--- config.mk ---
export PLATFORM = sky130hd
export DESIGN_NAME = pulse_gen_multi
export DESIGN_NICKNAME = d
export VERILOG_FILES = /design/src/rtl/pulse_gen_multi.sv
export SDC_FILE = /design/constraint.sdc
export NUM_CORES = 2
export LEC_CHECK = 0
export BUFFER_PORTS_ARGS = -buffer_cell sky130_fd_sc_hd__clkbuf_2
export CAP_MARGIN = 0
export CORE_MARGIN = 5
export CORE_UTILIZATION = 30
export DETAILED_ROUTE_END_ITERATION = 6
export RECOVER_POWER = 100
export SYNTH_ARGS = -nofsm -noshare
export SYNTH_HDL_FRONTEND = slang
export SYNTH_SLANG_ARGS = --single-unit
--- constraint.sdc ---
create_clock -name clk -period 9.18 [get_ports clk]
set_clock_uncertainty 0.05 [all_clocks]
set_input_delay 1.836 -clock clk [delete_from_list [all_inputs] [get_ports clk]]
set_output_delay 1.836 -clock clk [all_outputs]
set_load 0.1 [all_outputs]
--- src/rtl/pulse_gen_multi.sv ---
`default_nettype none
// ============================================================================
//  Module   : pulse_gen_multi
//  Purpose  : N-channel programmable pulse/burst generator with per-channel
//             delay, width, period, burst count and polarity.
//             Define PULSE_GEN_TRIG_SYNC_EN to pass ext_trig through a
//             2-flop synchronizer before edge detection.
//  Revision : 1.0  initial release
// ============================================================================
module pulse_gen_multi #(
    parameter int N_CH    = 4,
    parameter int CNT_W   = 24,
    parameter int BURST_W = 16,
    parameter int CH_W    = 4
) (
    input  logic               clk,
    input  logic               rst_n,
    input  logic               cfg_wr,
    input  logic [CH_W-1:0]    cfg_ch,
    input  logic [2:0]         cfg_addr,
    input  logic [CNT_W-1:0]   cfg_data,
    input  logic               ext_trig,
    input  logic [N_CH-1:0]    sw_trig,
    input  logic [N_CH-1:0]    stop,
    output logic [N_CH-1:0]    pulse_out,
    output logic [N_CH-1:0]    busy,
    output logic [N_CH-1:0]    done
);

    localparam logic [1:0] c_st_idle  = 2'd0;
    localparam logic [1:0] c_st_delay = 2'd1;
    localparam logic [1:0] c_st_high  = 2'd2;
    localparam logic [1:0] c_st_low   = 2'd3;

    logic w_ext_src;
    logic w_ext_rise;
    logic r_ext_prev;

`ifdef PULSE_GEN_TRIG_SYNC_EN
    logic r_ext_s1;
    logic r_ext_s2;

    always_ff @(posedge clk or negedge rst_n) begin
        if (!rst_n) begin
            r_ext_s1 <= 1'b0;
            r_ext_s2 <= 1'b0;
        end else begin
            r_ext_s1 <= ext_trig;
            r_ext_s2 <= r_ext_s1;
        end
    end

    assign w_ext_src = r_ext_s2;
`else
    assign w_ext_src = ext_trig;
`endif

    always_ff @(posedge clk or negedge rst_n) begin
        if (!rst_n) begin
            r_ext_prev <= 1'b0;
        end else begin
            r_ext_prev <= w_ext_src;
        end
    end

    assign w_ext_rise = w_ext_src & ~r_ext_prev;

    for (genvar gi = 0; gi < N_CH; gi++) begin : g_ch
        logic [CNT_W-1:0]   r_delay;
        logic [CNT_W-1:0]   r_width;
        logic [CNT_W-1:0]   r_period;
        logic [BURST_W-1:0] r_burst;
        logic               r_pol;
        logic               r_ext_en;

        logic [CNT_W-1:0]   r_sh_width;
        logic [CNT_W-1:0]   r_sh_low;
        logic               r_sh_pol;
        logic               r_sh_cont;

        logic [1:0]         r_state;
        logic [1:0]         w_state_nxt;
        logic [CNT_W-1:0]   r_cnt;
        logic [CNT_W-1:0]   w_cnt_nxt;
        logic [BURST_W-1:0] r_rem;
        logic [BURST_W-1:0] w_rem_nxt;
        logic               w_load;
        logic               w_finish;
        logic               w_start;
        logic               w_sel;
        logic               w_pol;
        logic [CNT_W-1:0]   w_per_eff;
        logic [CNT_W-1:0]   w_wid_eff;
        logic [CNT_W-1:0]   w_low_eff;

        logic               r_pulse;
        logic               r_done_pend;
        logic               r_done;

        assign w_sel = cfg_wr && (cfg_ch == CH_W'(gi));

        always_ff @(posedge clk or negedge rst_n) begin
            if (!rst_n) begin
                r_delay  <= '0;
                r_width  <= CNT_W'(1);
                r_period <= CNT_W'(2);
                r_burst  <= BURST_W'(1);
                r_pol    <= 1'b0;
                r_ext_en <= 1'b0;
            end else if (w_sel) begin
                case (cfg_addr)
                    3'd0: r_delay  <= cfg_data;
                    3'd1: r_width  <= cfg_data;
                    3'd2: r_period <= cfg_data;
                    3'd3: r_burst  <= cfg_data[BURST_W-1:0];
                    3'd4: begin
                        r_pol    <= cfg_data[0];
                        r_ext_en <= cfg_data[1];
                    end
                    default: ;
                endcase
            end
        end

        // Clamped live config; only sampled into the shadow on an accepted start
        assign w_per_eff = (r_period < CNT_W'(2)) ? CNT_W'(2) : r_period;
        assign w_wid_eff = (r_width >= w_per_eff) ? (w_per_eff - CNT_W'(1)) : r_width;
        assign w_low_eff = w_per_eff - w_wid_eff;

        assign w_start = sw_trig[gi] | (r_ext_en & w_ext_rise);
        assign w_pol   = (r_state != c_st_idle) ? r_sh_pol : r_pol;

        always_comb begin
            w_state_nxt = r_state;
            w_cnt_nxt   = r_cnt;
            w_rem_nxt   = r_rem;
            w_load      = 1'b0;
            w_finish    = 1'b0;
            if (stop[gi]) begin
                w_state_nxt = c_st_idle;
            end else begin
                case (r_state)
                    c_st_idle: begin
                        if (w_start) begin
                            w_load    = 1'b1;
                            w_rem_nxt = (r_burst == '0) ? '0 : (r_burst - BURST_W'(1));
                            if (r_delay != '0) begin
                                w_state_nxt = c_st_delay;
                                w_cnt_nxt   = r_delay - CNT_W'(1);
                            end else if (w_wid_eff != '0) begin
                                w_state_nxt = c_st_high;
                                w_cnt_nxt   = w_wid_eff - CNT_W'(1);
                            end else begin
                                w_state_nxt = c_st_low;
                                w_cnt_nxt   = w_low_eff - CNT_W'(1);
                            end
                        end
                    end
                    c_st_delay: begin
                        if (r_cnt != '0) begin
                            w_cnt_nxt = r_cnt - CNT_W'(1);
                        end else if (r_sh_width != '0) begin
                            w_state_nxt = c_st_high;
                            w_cnt_nxt   = r_sh_width - CNT_W'(1);
                        end else begin
                            w_state_nxt = c_st_low;
                            w_cnt_nxt   = r_sh_low - CNT_W'(1);
                        end
                    end
                    c_st_high: begin
                        if (r_cnt != '0) begin
                            w_cnt_nxt = r_cnt - CNT_W'(1);
                        end else begin
                            w_state_nxt = c_st_low;
                            w_cnt_nxt   = r_sh_low - CNT_W'(1);
                        end
                    end
                    c_st_low: begin
                        if (r_cnt != '0) begin
                            w_cnt_nxt = r_cnt - CNT_W'(1);
                        end else if (!r_sh_cont && (r_rem == '0)) begin
                            w_state_nxt = c_st_idle;
                            w_finish    = 1'b1;
                        end else begin
                            if (!r_sh_cont) begin
                                w_rem_nxt = r_rem - BURST_W'(1);
                            end
                            // A zero-width period skips HIGH and spends the whole period in LOW
                            if (r_sh_width != '0) begin
                                w_state_nxt = c_st_high;
                                w_cnt_nxt   = r_sh_width - CNT_W'(1);
                            end else begin
                                w_state_nxt = c_st_low;
                                w_cnt_nxt   = r_sh_low - CNT_W'(1);
                            end
                        end
                    end
                    default: begin
                        w_state_nxt = c_st_idle;
                    end
                endcase
            end
        end

        always_ff @(posedge clk or negedge rst_n) begin
            if (!rst_n) begin
                r_state     <= c_st_idle;
                r_cnt       <= '0;
                r_rem       <= '0;
                r_sh_width  <= '0;
                r_sh_low    <= '0;
                r_sh_pol    <= 1'b0;
                r_sh_cont   <= 1'b0;
                r_pulse     <= 1'b0;
                r_done_pend <= 1'b0;
                r_done      <= 1'b0;
            end else begin
                r_state <= w_state_nxt;
                r_cnt   <= w_cnt_nxt;
                r_rem   <= w_rem_nxt;
                if (w_load) begin
                    r_sh_width <= w_wid_eff;
                    r_sh_low   <= w_low_eff;
                    r_sh_pol   <= r_pol;
                    r_sh_cont  <= (r_burst == '0);
                end
                r_pulse     <= (r_state == c_st_high) ^ w_pol;
                // done is delayed one stage so it lines up with the registered pulse_out
                r_done_pend <= w_finish;
                r_done      <= r_done_pend;
            end
        end

        assign pulse_out[gi] = r_pulse;
        assign busy[gi]      = (r_state != c_st_idle);
        assign done[gi]      = r_done;
    end

endmodule
`default_nettype wire

==> flow_metrics.py <==
metrics = {
    "cells_and_area": {
        "finish.utilization_pct": 33.23,
        "drive_gt1_share_pct": 11.97,
        "nets": 6104,
        "fillCellCount": 17820,
        "area_growth_pct": 10.27,
        "design_area_um2": 57000,
    },
    "logic_synthesis": {
        "postSynth.asyncResetShare_pct": 100.0,
        "syn_inst": 5983,
        "synth.most_common_cell": "dfrtp_1",
        "synth_area_um2": 51690,
        "netlist-cell-type-count": 104,
        "synth_warnings": 0,
        "synth_top_area_share_pct": 35.29,
        "seq_area_frac_synth_pct": 35.90,
        "avgSynthCellArea_um2": 8.640,
        "ys_seq_elements": 741,
        "synth_area_leaders": "dfrtp_1 35%, mux2_2 7.8%, o21ai_0 5.5%, ha_1 5.3%, xnor2_1 4.7%",
        "ys.flop_type": "dfrtp_1",
        "synth_edf_count": 0,
        "synth_common_cells": "729 x dfrtp_1, 574 x nand2_1, 571 x o21ai_0",
        "syn_nets": 6250,
        "netlist.top_cell.by_area": "dfrtp_1",
    },
    "worst_hold_path": {
        "whs_endpoint": "g_ch[3].r_done$_DFF_PN0_",
        "min-delay-start": "g_ch[3].r_done_pend$_DFF_PN0_",
        "min_path_cells": 0,
        "hold_class": "flip-flop to flip-flop",
    },
    "pwr": {
        "power.total_mw": 16.27,
        "p_comb_share_pct": 45.2,
        "ir_worst_vdd_mv": 0.1576,
        "power.share.sequential_pct": 32.0,
        "clockPowerShare_pct": 22.8,
        "leakage_nw": 24.27,
        "internal-power_mw": 9.071,
        "power_switching_mw": 7.202,
        "power_density_nw_per_um2": 285.5,
        "p_sw_share_pct": 44.26,
    },
    "clock_tree": {
        "cts_resized": 0,
        "htreeDepth": 3,
        "cts_tree": "yes",
        "clockRootBuffer": "clkbuf_16",
        "clock_sinks": 741,
        "hold_buffers": 0,
        "cts-buffers-inserted": 89,
        "insertion_delay_ns": 0.70,
        "clkTransAtPathRegs_ns": 0.06,
        "clockBufferDepth": 3,
        "post_cts_buffers": 0,
    },
    "timing": {
        "final_max_slew_viol_count": 835,
        "fin_crit_sh_pct": 95.44,
        "min_period_ns": 8.761,
        "hold_viol_final": 0,
        "setup_viol": 0,
        "fin_ws_ns": 0.4190,
        "rsz0062_at_grt": "true",
        "relSlewSlack_pct": -175.3,
        "max_freq_mhz": 114.1,
        "worstMarginPinSlew_ns": 4.130,
        "fin_tns_setup_ns": 0,
    },
    "floorplan": {
        "top_level_ports": 55,
        "die_h_um": 425.1,
        "die_w_um": 425.1,
        "core_um2": 171500,
        "die_area_um2": 180700,
        "rows": 152,
        "start_util_pct": 30.13,
    },
    "worst_setup_path": {
        "crit_required_ns": 9.55,
        "cp.arrival_ns": 9.13,
        "end_kind": "flip-flop",
        "r2r_end": "g_ch[3].r_cnt[22]$_DFFE_PN0P_",
        "r2r_start": "g_ch[3].r_period[16]$_DFFE_PN0P_",
        "start_kind": "flip-flop",
        "reg2reg_setup_slack_ns": 0.42,
        "reg2reg_depth": 24,
        "path_class": "flip-flop to flip-flop",
        "worstPathMaxFanout": 9,
    },
    "drt": {
        "wl_per_cell_um": 20.56,
        "vias": 44880,
        "drt_iter0_drc": 3697,
        "drc_errors": 6,
        "via_per_inst": 5.461,
        "routed_wl_mm": 169.0,
        "final_antenna_net_count": 0,
        "first_pass_iters": 7,
    },
    "global_routing": {
        "grt_usage_pct": 18.19,
        "grt_pass1_vias": 43640,
        "grt_pass1_wl_mm": 262.2,
        "antenna_found_initial": 9,
        "grt_max_degree": 166,
        "grt-ovfl-total": 0,
    },
    "run_status": {
        "status": "complete, but fails checks",
        "violations": "DRC, capacitance limit, slew limit",
    },
    "job": {
        "cap_violations": 14,
    },
    "placed_design": {
        "placedInstanceArea_um2": 54120,
        "pre_cts_ws_ns": 0.3683,
        "dp_hpwl_mm": 123.4,
        "gp_congestion": 0.9323,
        "io_buffers": 54,
    },
}
==> layout make-up <==
type | instances | area (um2) | area share, %
Tap cell | 2310 | 2890 | 5.070
Clock inverter | 44 | 490.5 | 0.8604
Inverter | 248 | 930.9 | 1.633
Antenna cell | 1 | 2.502 | 0.004390
Timing Repair Buffer | 134 | 782.0 | 1.372
Clock buffer | 118 | 2549 | 4.471
Sequential cell | 741 | 18560 | 32.56
Multi-Input combinational cell | 4623 | 30800 | 54.03
==> layer usage <==
metal	GRT usage (%)	share of wire, %
met1	24.91	45
met2	29.43	46
met3	2.250	5.3
met4	6.738	4.0
met5	0	0
==> cell usage in the layout, fill, tap and decap left out, types with 22 or more instances in the layout <==
| cell | netlist | routed |
|---|---|---|
| mux2i_1 | 60 | 60 |
| xnor2_1 | 280 | 280 |
| nand4_1 | 57 | 57 |
| clkbuf_2 | 0 | 41 |
| buf_4 | 8 | 51 |
| xor2_1 | 175 | 175 |
| o31ai_1 | 44 | 43 |
| and3_1 | 39 | 39 |
| o211ai_1 | 32 | 32 |
| nor2b_1 | 28 | 26 |
| a21oi_1 | 314 | 314 |
| a31oi_1 | 50 | 50 |
| or4_1 | 78 | 78 |
| nand3_1 | 101 | 102 |
| a21o_1 | 52 | 52 |
| o22ai_1 | 58 | 58 |
| ha_1 | 220 | 220 |
| nand2b_1 | 48 | 48 |
| mux2_2 | 356 | 353 |
| nor3_1 | 225 | 224 |
| a22o_1 | 22 | 22 |
| nor2_1 | 481 | 475 |
| or3_1 | 80 | 79 |
| a211oi_1 | 59 | 57 |
| dfrtp_1 | 729 | 729 |
| o21ai_0 | 571 | 566 |
| inv_1 | 245 | 245 |
| clkbuf_16 | 0 | 91 |
| a22oi_1 | 22 | 22 |
| o21a_1 | 28 | 28 |
| nor4_1 | 159 | 157 |
| clkbuf_1 | 334 | 49 |
| and2_1 | 32 | 27 |
| or2_2 | 35 | 35 |
| nand2_1 | 574 | 573 |
==> worst max-delay path: stages, from the launching register on <==
cell and delay [ns]:
dfrtp_1 0.48, or4_1 0.64, or4_1 0.62, or2_0 0.30, nand2_1 0.15, ha_1 0.22
or4b_2 0.65, nor4bb_1 0.72, a2111oi_0 0.18, nor3b_1 0.25, a211oi_1 0.09, a31oi_1 0.62
clkbuf_1 0.52, o21ai_0 0.15, a21oi_1 0.32, ha_1 0.25, o2111ai_1 0.14, nor4b_1 0.80
nand4_1 0.31, nor3_1 0.25, buf_4 0.18, nand4_1 0.15, nor3_1 0.23, xnor2_1 0.16
o21ai_1 0.07
==> registers in the layout (all words and copies together) (netlist names), 8 cells and up <==
register / count
g_ch.r_burst: 64
g_ch.r_cnt: 96
g_ch.r_period: 96
g_ch.r_sh_low: 96
g_ch.r_width: 96
g_ch.r_delay: 96
g_ch.r_state: 8
g_ch.r_sh_width: 96
g_ch.r_rem: 64
==> power groups by stage <==
stage	Clock (mW)	Sequential [mW]	Combinational, mW
floorplan	0	4.84	5.54
global placement	0	5.21	7.17
detailed placement	0	5.24	7.28
CTS	3.79	5.19	7.31
global route	3.91	5.35	8.16
finish	3.70	5.21	7.35
==> how the worst max path moves through the flow <==
stage / end / cells after the start / startpoint / slack, ns
after global placement: g_ch[0].r_cnt[23]$_DFFE_PN0P_ / 30 / g_ch[0].r_period[11]$_DFFE_PN0P_ / 0.48
after floorplan: g_ch[0].r_cnt[23]$_DFFE_PN0P_ / 36 / g_ch[0].r_period[9]$_DFFE_PN0P_ / 0.02
after detailed placement: g_ch[0].r_cnt[23]$_DFFE_PN0P_ / 30 / g_ch[0].r_period[11]$_DFFE_PN0P_ / 0.37
final: g_ch[3].r_cnt[22]$_DFFE_PN0P_ / 24 / g_ch[3].r_period[16]$_DFFE_PN0P_ / 0.42
after CTS: g_ch[0].r_cnt[23]$_DFFE_PN0P_ / 30 / g_ch[0].r_period[11]$_DFFE_PN0P_ / 0.26
after global routing: g_ch[0].r_cnt[23]$_DFFE_PN0P_ / 31 / g_ch[0].r_period[11]$_DFFE_PN0P_ / -0.03
==> through the flow <==
| stage | cells | hold slack (ns) |
|---|---|---|
| floorplan | 5983 | 0.2812 |
| global placement | 8056 | 0.2831 |
| detailed placement | 8056 | 0.2911 |
| CTS | 8218 | 0.3037 |
| global route | 8218 | 0.3165 |
| finish | 8219 | 0.3002 |
==> cell families after synthesis <==
kind of cell	count (synthesis)	synth area share [%]
XOR/XNOR	455	7.709
AO/OA/AOI/OAI	1490	17.86
adder cells (fa/ha/maj)	225	5.499
flip-flops	741	35.90
AND/OR/NAND/NOR	2035	19.44
multiplexers	418	8.990
buffers and inverters	619	4.599
(Power assumes the default switching activity.)
